### src/rtl/dsp_seq_pkg.sv
// Shared types and OPMODE encodings for the DSP48A1 MAC sequencer.
package dsp_seq_pkg;

  // X=M, Z=0 starts a fresh sum; X=M, Z=P accumulates onto P.
  localparam logic [7:0] OPMODE_IDLE      = 8'h00;
  localparam logic [7:0] OPMODE_MUL_FIRST = 8'h01;
  localparam logic [7:0] OPMODE_MUL_ACC   = 8'h09;

  typedef enum logic [2:0] {
    IDLE,
    CLR,
    FEED,
    DRAIN,
    DONE
  } seq_state_t;

  typedef struct packed {
    logic v;
    logic first;
  } tag_t;

endpackage

### src/rtl/dsp_mac_sequencer_if.sv
// Command, operand stream and DSP slice signals of the MAC sequencer.
interface dsp_mac_sequencer_if #(
  parameter int A_W   = 18,
  parameter int B_W   = 18,
  parameter int P_W   = 48,
  parameter int LEN_W = 8
);
  logic             start;
  logic [LEN_W-1:0] len;
  logic             busy;
  logic             in_valid;
  logic             in_ready;
  logic [A_W-1:0]   a_in;
  logic [B_W-1:0]   b_in;
  logic [A_W-1:0]   dsp_a;
  logic [B_W-1:0]   dsp_b;
  logic [7:0]       dsp_opmode;
  logic             dsp_cea;
  logic             dsp_ceb;
  logic             dsp_cem;
  logic             dsp_cep;
  logic             dsp_rstp;
  logic [P_W-1:0]   p_in;
  logic [P_W-1:0]   result;
  logic             result_valid;

  modport master (
    output start, len, in_valid, a_in, b_in, p_in,
    input  busy, in_ready, dsp_a, dsp_b, dsp_opmode, dsp_cea, dsp_ceb,
           dsp_cem, dsp_cep, dsp_rstp, result, result_valid
  );

  modport slave (
    input  start, len, in_valid, a_in, b_in, p_in,
    output busy, in_ready, dsp_a, dsp_b, dsp_opmode, dsp_cea, dsp_ceb,
           dsp_cem, dsp_cep, dsp_rstp, result, result_valid
  );
endinterface

### src/rtl/mac_tag_pipe.sv
// Tag shift register that tracks each accepted term until its P update.
module mac_tag_pipe
  import dsp_seq_pkg::*;
#(
  parameter int DEPTH = 2
) (
  input  logic CLK,
  input  logic RST,
  input  tag_t tag_d,
  output tag_t tag_q,
  output logic upstream_v
);

  tag_t stg [DEPTH];

  always_ff @(posedge CLK) begin
    if (!RST) begin
      for (int i = 0; i < DEPTH; i++) stg[i] <= '0;
    end else begin
      stg[0] <= tag_d;
      for (int i = 1; i < DEPTH; i++) stg[i] <= stg[i-1];
    end
  end

  assign tag_q = stg[DEPTH-1];

  // Any term still in flight ahead of the stage currently driving CEP.
  always_comb begin
    upstream_v = 1'b0;
    for (int i = 0; i < DEPTH - 1; i++) upstream_v = upstream_v | stg[i].v;
  end

endmodule

### src/rtl/dsp_mac_sequencer.sv
// Sequences one DSP48A1-style slice through an N-term multiply-accumulate.
//   state | meaning
//   IDLE  | waiting for start
//   CLR   | len==0: pulse RSTP so the result reads as zero
//   FEED  | accepting operand pairs while terms remain
//   DRAIN | all terms accepted, waiting for the last P update
//   DONE  | P is stable, present result for one cycle
module dsp_mac_sequencer
  import dsp_seq_pkg::*;
#(
  parameter int A_W      = 18,
  parameter int B_W      = 18,
  parameter int P_W      = 48,
  parameter int LEN_W    = 8,
  parameter int PIPE_LAT = 3
) (
  input logic           CLK,
  input logic           RST,
  dsp_mac_sequencer_if.slave bus
);

  localparam int TAG_DEPTH = PIPE_LAT - 1;

  generate
    if (PIPE_LAT < 2 || PIPE_LAT > 4) begin : g_bad_lat
      $error("dsp_mac_sequencer: PIPE_LAT must be in 2..4");
    end
  endgenerate

  seq_state_t       state_q, state_d;
  logic [LEN_W-1:0] rem_q, rem_d;
  logic             first_q, first_d;
  logic             accept;
  logic             ce_pipe;
  logic             ready;
  logic             clr_pulse;
  logic             done;
  tag_t             tag_in, tag_out;
  logic             upstream_v;
  logic [7:0]       opmode;

  always_ff @(posedge CLK) begin
    if (!RST) begin
      state_q <= IDLE;
      rem_q   <= '0;
      first_q <= 1'b0;
    end else begin
      state_q <= state_d;
      rem_q   <= rem_d;
      first_q <= first_d;
    end
  end

  always_comb begin
    state_d   = state_q;
    rem_d     = rem_q;
    first_d   = first_q;
    accept    = 1'b0;
    ce_pipe   = 1'b0;
    ready     = 1'b0;
    clr_pulse = 1'b0;
    done      = 1'b0;
    tag_in    = '0;
    case (state_q)
      IDLE: begin
        if (bus.start) begin
          if (bus.len != '0) begin
            state_d = FEED;
            rem_d   = bus.len;
            first_d = 1'b1;
          end else begin
            state_d = CLR;
          end
        end
      end
      CLR: begin
        clr_pulse = 1'b1;
        state_d   = DONE;
      end
      FEED: begin
        ce_pipe      = 1'b1;
        ready        = (rem_q != '0);
        accept       = bus.in_valid & ready;
        tag_in.v     = accept;
        tag_in.first = accept & first_q;
        if (accept) begin
          rem_d   = rem_q - LEN_W'(1);
          first_d = 1'b0;
          if (rem_q == LEN_W'(1)) state_d = DRAIN;
        end
      end
      DRAIN: begin
        ce_pipe = 1'b1;
        // The final stage issues its CEP this cycle, so P settles at the edge.
        if (!upstream_v) state_d = DONE;
      end
      DONE: begin
        done    = 1'b1;
        state_d = IDLE;
      end
      default: state_d = IDLE;
    endcase
  end

  mac_tag_pipe #(.DEPTH(TAG_DEPTH)) u_tag_pipe (
    .CLK       (CLK),
    .RST       (RST),
    .tag_d     (tag_in),
    .tag_q     (tag_out),
    .upstream_v(upstream_v)
  );

  always_comb begin
    opmode = OPMODE_IDLE;
    if (tag_out.v) opmode = tag_out.first ? OPMODE_MUL_FIRST : OPMODE_MUL_ACC;
  end

  assign bus.busy         = (state_q != IDLE);
  assign bus.in_ready     = ready;
  assign bus.dsp_a        = A_W'(bus.a_in);
  assign bus.dsp_b        = B_W'(bus.b_in);
  assign bus.dsp_cea      = ce_pipe;
  assign bus.dsp_ceb      = ce_pipe;
  assign bus.dsp_cem      = ce_pipe;
  assign bus.dsp_cep      = tag_out.v;
  assign bus.dsp_opmode   = opmode;
  assign bus.dsp_rstp     = ~RST | clr_pulse;
  assign bus.result       = done ? bus.p_in : {P_W{1'b0}};
  assign bus.result_valid = done;

endmodule

### src/flat_wrapper.sv
// flat-port wrapper written by rule: the top's interface ports become plain ports
module dsp_mac_sequencer_flat import dsp_seq_pkg::*;
#(
  parameter int A_W      = 18,
  parameter int B_W      = 18,
  parameter int P_W      = 48,
  parameter int LEN_W    = 8,
  parameter int PIPE_LAT = 3
)
  (CLK, RST, bus_start, bus_len, bus_in_valid, bus_a_in, bus_b_in, bus_p_in, bus_busy, bus_in_ready, bus_dsp_a, bus_dsp_b, bus_dsp_opmode, bus_dsp_cea, bus_dsp_ceb, bus_dsp_cem, bus_dsp_cep, bus_dsp_rstp, bus_result, bus_result_valid);
  dsp_mac_sequencer_if #(.A_W(A_W), .B_W(B_W), .P_W(P_W), .LEN_W(LEN_W)) bus_i ();
  input logic CLK;
  input logic RST;
  input wire logic [$bits(bus_i.start)-1:0] bus_start;
  input wire logic [$bits(bus_i.len)-1:0] bus_len;
  input wire logic [$bits(bus_i.in_valid)-1:0] bus_in_valid;
  input wire logic [$bits(bus_i.a_in)-1:0] bus_a_in;
  input wire logic [$bits(bus_i.b_in)-1:0] bus_b_in;
  input wire logic [$bits(bus_i.p_in)-1:0] bus_p_in;
  output wire logic [$bits(bus_i.busy)-1:0] bus_busy;
  output wire logic [$bits(bus_i.in_ready)-1:0] bus_in_ready;
  output wire logic [$bits(bus_i.dsp_a)-1:0] bus_dsp_a;
  output wire logic [$bits(bus_i.dsp_b)-1:0] bus_dsp_b;
  output wire logic [$bits(bus_i.dsp_opmode)-1:0] bus_dsp_opmode;
  output wire logic [$bits(bus_i.dsp_cea)-1:0] bus_dsp_cea;
  output wire logic [$bits(bus_i.dsp_ceb)-1:0] bus_dsp_ceb;
  output wire logic [$bits(bus_i.dsp_cem)-1:0] bus_dsp_cem;
  output wire logic [$bits(bus_i.dsp_cep)-1:0] bus_dsp_cep;
  output wire logic [$bits(bus_i.dsp_rstp)-1:0] bus_dsp_rstp;
  output wire logic [$bits(bus_i.result)-1:0] bus_result;
  output wire logic [$bits(bus_i.result_valid)-1:0] bus_result_valid;
  assign bus_i.start = bus_start;
  assign bus_i.len = bus_len;
  assign bus_i.in_valid = bus_in_valid;
  assign bus_i.a_in = bus_a_in;
  assign bus_i.b_in = bus_b_in;
  assign bus_i.p_in = bus_p_in;
  assign bus_busy = bus_i.busy;
  assign bus_in_ready = bus_i.in_ready;
  assign bus_dsp_a = bus_i.dsp_a;
  assign bus_dsp_b = bus_i.dsp_b;
  assign bus_dsp_opmode = bus_i.dsp_opmode;
  assign bus_dsp_cea = bus_i.dsp_cea;
  assign bus_dsp_ceb = bus_i.dsp_ceb;
  assign bus_dsp_cem = bus_i.dsp_cem;
  assign bus_dsp_cep = bus_i.dsp_cep;
  assign bus_dsp_rstp = bus_i.dsp_rstp;
  assign bus_result = bus_i.result;
  assign bus_result_valid = bus_i.result_valid;
  dsp_mac_sequencer #(.A_W(A_W), .B_W(B_W), .P_W(P_W), .LEN_W(LEN_W), .PIPE_LAT(PIPE_LAT)) u_core (.CLK(CLK), .RST(RST), .bus(bus_i));
endmodule
### config.mk
export PLATFORM = sky130hd
export DESIGN_NAME = dsp_mac_sequencer_flat
export DESIGN_NICKNAME = d
export VERILOG_FILES = /design/src/rtl/dsp_seq_pkg.sv /design/src/rtl/dsp_mac_sequencer_if.sv /design/src/rtl/mac_tag_pipe.sv /design/src/rtl/dsp_mac_sequencer.sv /design/src/flat_wrapper.sv
export SDC_FILE = /design/constraint.sdc
export NUM_CORES = 1
export LEC_CHECK = 0
export CAP_MARGIN = 10
export CORE_MARGIN = 4
export CORE_UTILIZATION = 27
export CTS_BUF_LIST = sky130_fd_sc_hd__clkbuf_8
export CTS_CLUSTER_DIAMETER = 40
export CTS_CLUSTER_SIZE = 16
export DETAILED_ROUTE_END_ITERATION = 7
export GPL_ROUTABILITY_DRIVEN = 0
export PLACE_DENSITY = 0.83
export SLEW_MARGIN = 20
export SYNTH_ARGS = -nofsm -noshare
export SYNTH_HDL_FRONTEND = slang
export SYNTH_SLANG_ARGS = --single-unit
### constraint.sdc
create_clock -name CLK -period 2.3 [get_ports CLK]
set_input_delay 0.46 -clock CLK [delete_from_list [all_inputs] [get_ports CLK]]
set_output_delay 0.46 -clock CLK [all_outputs]
set_load 0.005 [all_outputs]
==> reports/qor.csv <==
metric,value,unit
status,"complete, no violations",
multi_input_area,881,um2
viasPerCell,4.79,
pin_count,196,
die_area,7170,um2
placed_area,2560,um2
overflow,0,
grt_pass1_wl,8.96,mm
cts_tree,built,
fillers,552,
cp.required,1.84,ns
crit_path_start,u_core.state_q[2]$_SDFFE_PN0P_,
core,5610,um2
crit_path_end_kind,output port,
fmax,0.446,GHz
ir_drop,0.289,mV
dp_hpwl,5.30,mm
drtIter0Drc,74,
die_x,84.7,um
cap_violations,0,
drt.antenna.violating_nets,0,
p_leak,0.00104,uW
place_inst,356,
syn-cell-area,1590,um2
path_class,reg -> out,
hp-start,u_core.u_tag_pipe.stg[0][0]$_SDFF_PN0_,
grt_pass1_vias,1656,
synth-seq-cells,16,
die-height,84.7,um
fp-row-count,27,
syn_avg_cell_area,7.63,um2
period_share,97.4,%
ff_latch_area,323,um2
power_density,468,nW/um2
synth-simple-area-share,32.5,%
antenna_found_initial,0,
maxSlewViolCount,0,
hold_path.class,reg -> reg,
nets,393,
wirelength,6.29,mm
numPortBuffers,117,
yosys-mux-area-fraction,0,%
clkTransAtPathRegs,0.06,ns
fin_area,2660,um2
cts_root_buffer,clkbuf_8,
area_growth_syn_to_layout,67.7,%
via_count,1742,
numCtsBuffers,3,
ys_warn_count,0,
synth_fa_ha_area_share,2.36,%
hold_buffers,0,
syn_inst,208,
cp.arrival,1.78,ns
wl_per_cell,17.3,um
first_pass_iters,4,
clock-sinks,16,
clk_latency,0.26,ns
cts-htree-levels,1,
startpoint_type,flop,
r2r-start,u_core.state_q[2]$_SDFFE_PN0P_,
cts_buffer_depth,2,
fin_cells,364,
n_antenna_cell,0,
synth-xor-area-share,0,%
fin_worst_skew,0.00760,ns
final_util,47.5,%
yosysUniqueCellTypes,39,
synth_compound_area_share,18.2,%
setup_violations,0,
grt_max_degree,26,
drc_errors,0,
drive_gt1_share,9.25,%
start_util,28.3,%
cp_max_fo,8,
grt_usage,15.9,%
synth_top_family_by_area,simple AND/OR/NAND/NOR gates,
fin_crit,2.24,ns
synth.yosys.seq_area_share,20.2,%
final_hold_viol_count,0,
[critical path, cell delays in order, from the launching register on]
cell,delay [ns]
dfxtp_1,0.31
buf_4,0.16
or3b_1,0.38
a31oi_1,0.16
clkdlybuf4s50_1,0.52
[where the power goes]
group | internal, uW | switching (uW) | leakage [uW]
Sequential | 324 | 62.1 | 0.000132
Clock | 116 | 97.1 | 0.0000216
Combinational | 365 | 281 | 0.000889
Total | 805 | 440 | 0.00104
[cells in the final DEF (no fill, tap or decap), types with 2 or more instances in the layout]
master / Yosys / layout
or3_1: 3 / 3
o31ai_1: 2 / 2
dfxtp_1: 16 / 14
nand3_1: 3 / 3
or4_1: 3 / 3
nor2_1: 7 / 7
o221a_1: 3 / 3
clkdlybuf4s50_1: 0 / 116
nor4_1: 2 / 2
buf_4: 45 / 13
nor3_1: 4 / 3
dfxtp_2: 0 / 2
and2_1: 51 / 51
o21ai_0: 6 / 6
clkbuf_8: 0 / 3
o31ai_2: 2 / 2
inv_1: 7 / 7
a32o_1: 2 / 2
nor2b_1: 3 / 3
a21oi_1: 9 / 9
ha_1: 3 / 3
a31oi_1: 2 / 2
nand2_1: 3 / 3
nand4_1: 2 / 2
conb_1: 1 / 6
buf_6: 1 / 2
a211oi_1: 2 / 2
a311oi_1: 2 / 2
[state kept, by name, indices dropped and copies added (netlist names)]
| register | count |
|---|---|
| u_core.first_q | 1 |
| u_core.rem_q | 8 |
| u_core.state_q | 3 |
| u_core.u_tag_pipe.stg | 4 |
[path summary, 6_finish.rpt]
check                                           endpoint  slack [ns]  cells past startpoint
setup / recovery                            bus_in_ready        0.06                      4
hold reg to reg   u_core.u_tag_pipe.stg[0][2]$_SDFF_PN0_        0.44                      1
hold / removal    u_core.u_tag_pipe.stg[0][2]$_SDFF_PN0_        0.44                      1
setup reg to reg            u_core.rem_q[7]$_SDFFE_PN0P_        0.22                      6
[metrics by stage]
step	setup slack (ns)	total power [uW]	hold WS [ns]	setup TNS [ns]
detailed placement	-0.0664	1020	0.427	-0.318
CTS	0.0204	1230	0.441	0
global route	-0.0115	1330	0.458	-0.0708
floorplan	0.442	768	0.412	0
global placement	0.0157	1000	0.422	0
finish	0.0588	1250	0.437	0
[per-layer routing]
layer	share of wire [%]	GRT usage, %
met5	0	0
met4	2.2	6.04
met3	8.5	4.22
met2	54	30.4
met1	35	16.3
[kinds of logic (layout without fill, tap and decap cells)]
kind of cell / Yosys count / in the layout
and+or+nand+nor: 86 / 86
adders and majority gates: 3 / 3
buffers and inverters: 64 / 143
AOI/OAI and AO/OA: 38 / 38
other: 1 / 6
DFF: 16 / 16
[synth_stat cells]
| cell | n | area [um2] |
|---|---|---|
| or3b_1 | 1 | 8.76 |
| buf_6 | 1 | 11.3 |
| a211oi_1 | 2 | 15.0 |
| nor4_1 | 2 | 12.5 |
| nor2b_1 | 3 | 18.8 |
| a21oi_1 | 9 | 45.0 |
| nor2_1 | 7 | 26.3 |
| and2_1 | 51 | 319 |
| nand2_1 | 3 | 11.3 |
| and3_1 | 1 | 6.26 |
| ha_1 | 3 | 37.5 |
| or3_1 | 3 | 18.8 |
| a311o_1 | 1 | 10.0 |
| o31a_1 | 1 | 8.76 |
| a2111oi_0 | 1 | 8.76 |
| o221a_1 | 3 | 33.8 |
| or3b_2 | 1 | 8.76 |
| o211ai_1 | 1 | 7.51 |
| a31oi_1 | 2 | 12.5 |
| nand4_1 | 2 | 12.5 |
| o21ai_0 | 6 | 30.0 |
| a311oi_1 | 2 | 17.5 |
| dfxtp_1 | 16 | 320 |
| a22oi_2 | 1 | 12.5 |
| nor3b_1 | 2 | 15.0 |
| o31ai_2 | 2 | 25.0 |
| inv_1 | 7 | 26.3 |
| a32o_1 | 2 | 20.0 |
| o31ai_1 | 2 | 15.0 |
| buf_2 | 4 | 20.0 |
| clkbuf_1 | 7 | 26.3 |
| or4_1 | 3 | 22.5 |
| a221o_1 | 1 | 10.0 |
| a41oi_1 | 1 | 8.76 |
| buf_4 | 45 | 338 |
| nor3_1 | 4 | 20.0 |
| conb_1 | 1 | 3.75 |
| o221ai_1 | 1 | 8.76 |
| nand3_1 | 3 | 15.0 |
[final cells by class]
cell class | instances | area share [%]
clock buffer | 3 | 1.55
multi-input combinational | 133 | 33.1
inverter | 7 | 0.987
timing repair buffer | 133 | 48.9
sequential | 16 | 12.1
tap | 72 | 3.38
[timing repair]
item,CTS,global route
cloned,0,3
setup endpoints to repair,1,27
buffers inserted,0,2
resized for setup,1,11
pin swaps,0,1
endpoints found under the hold margin,0,0
Note: power is estimated with default switching activity, not from simulation.
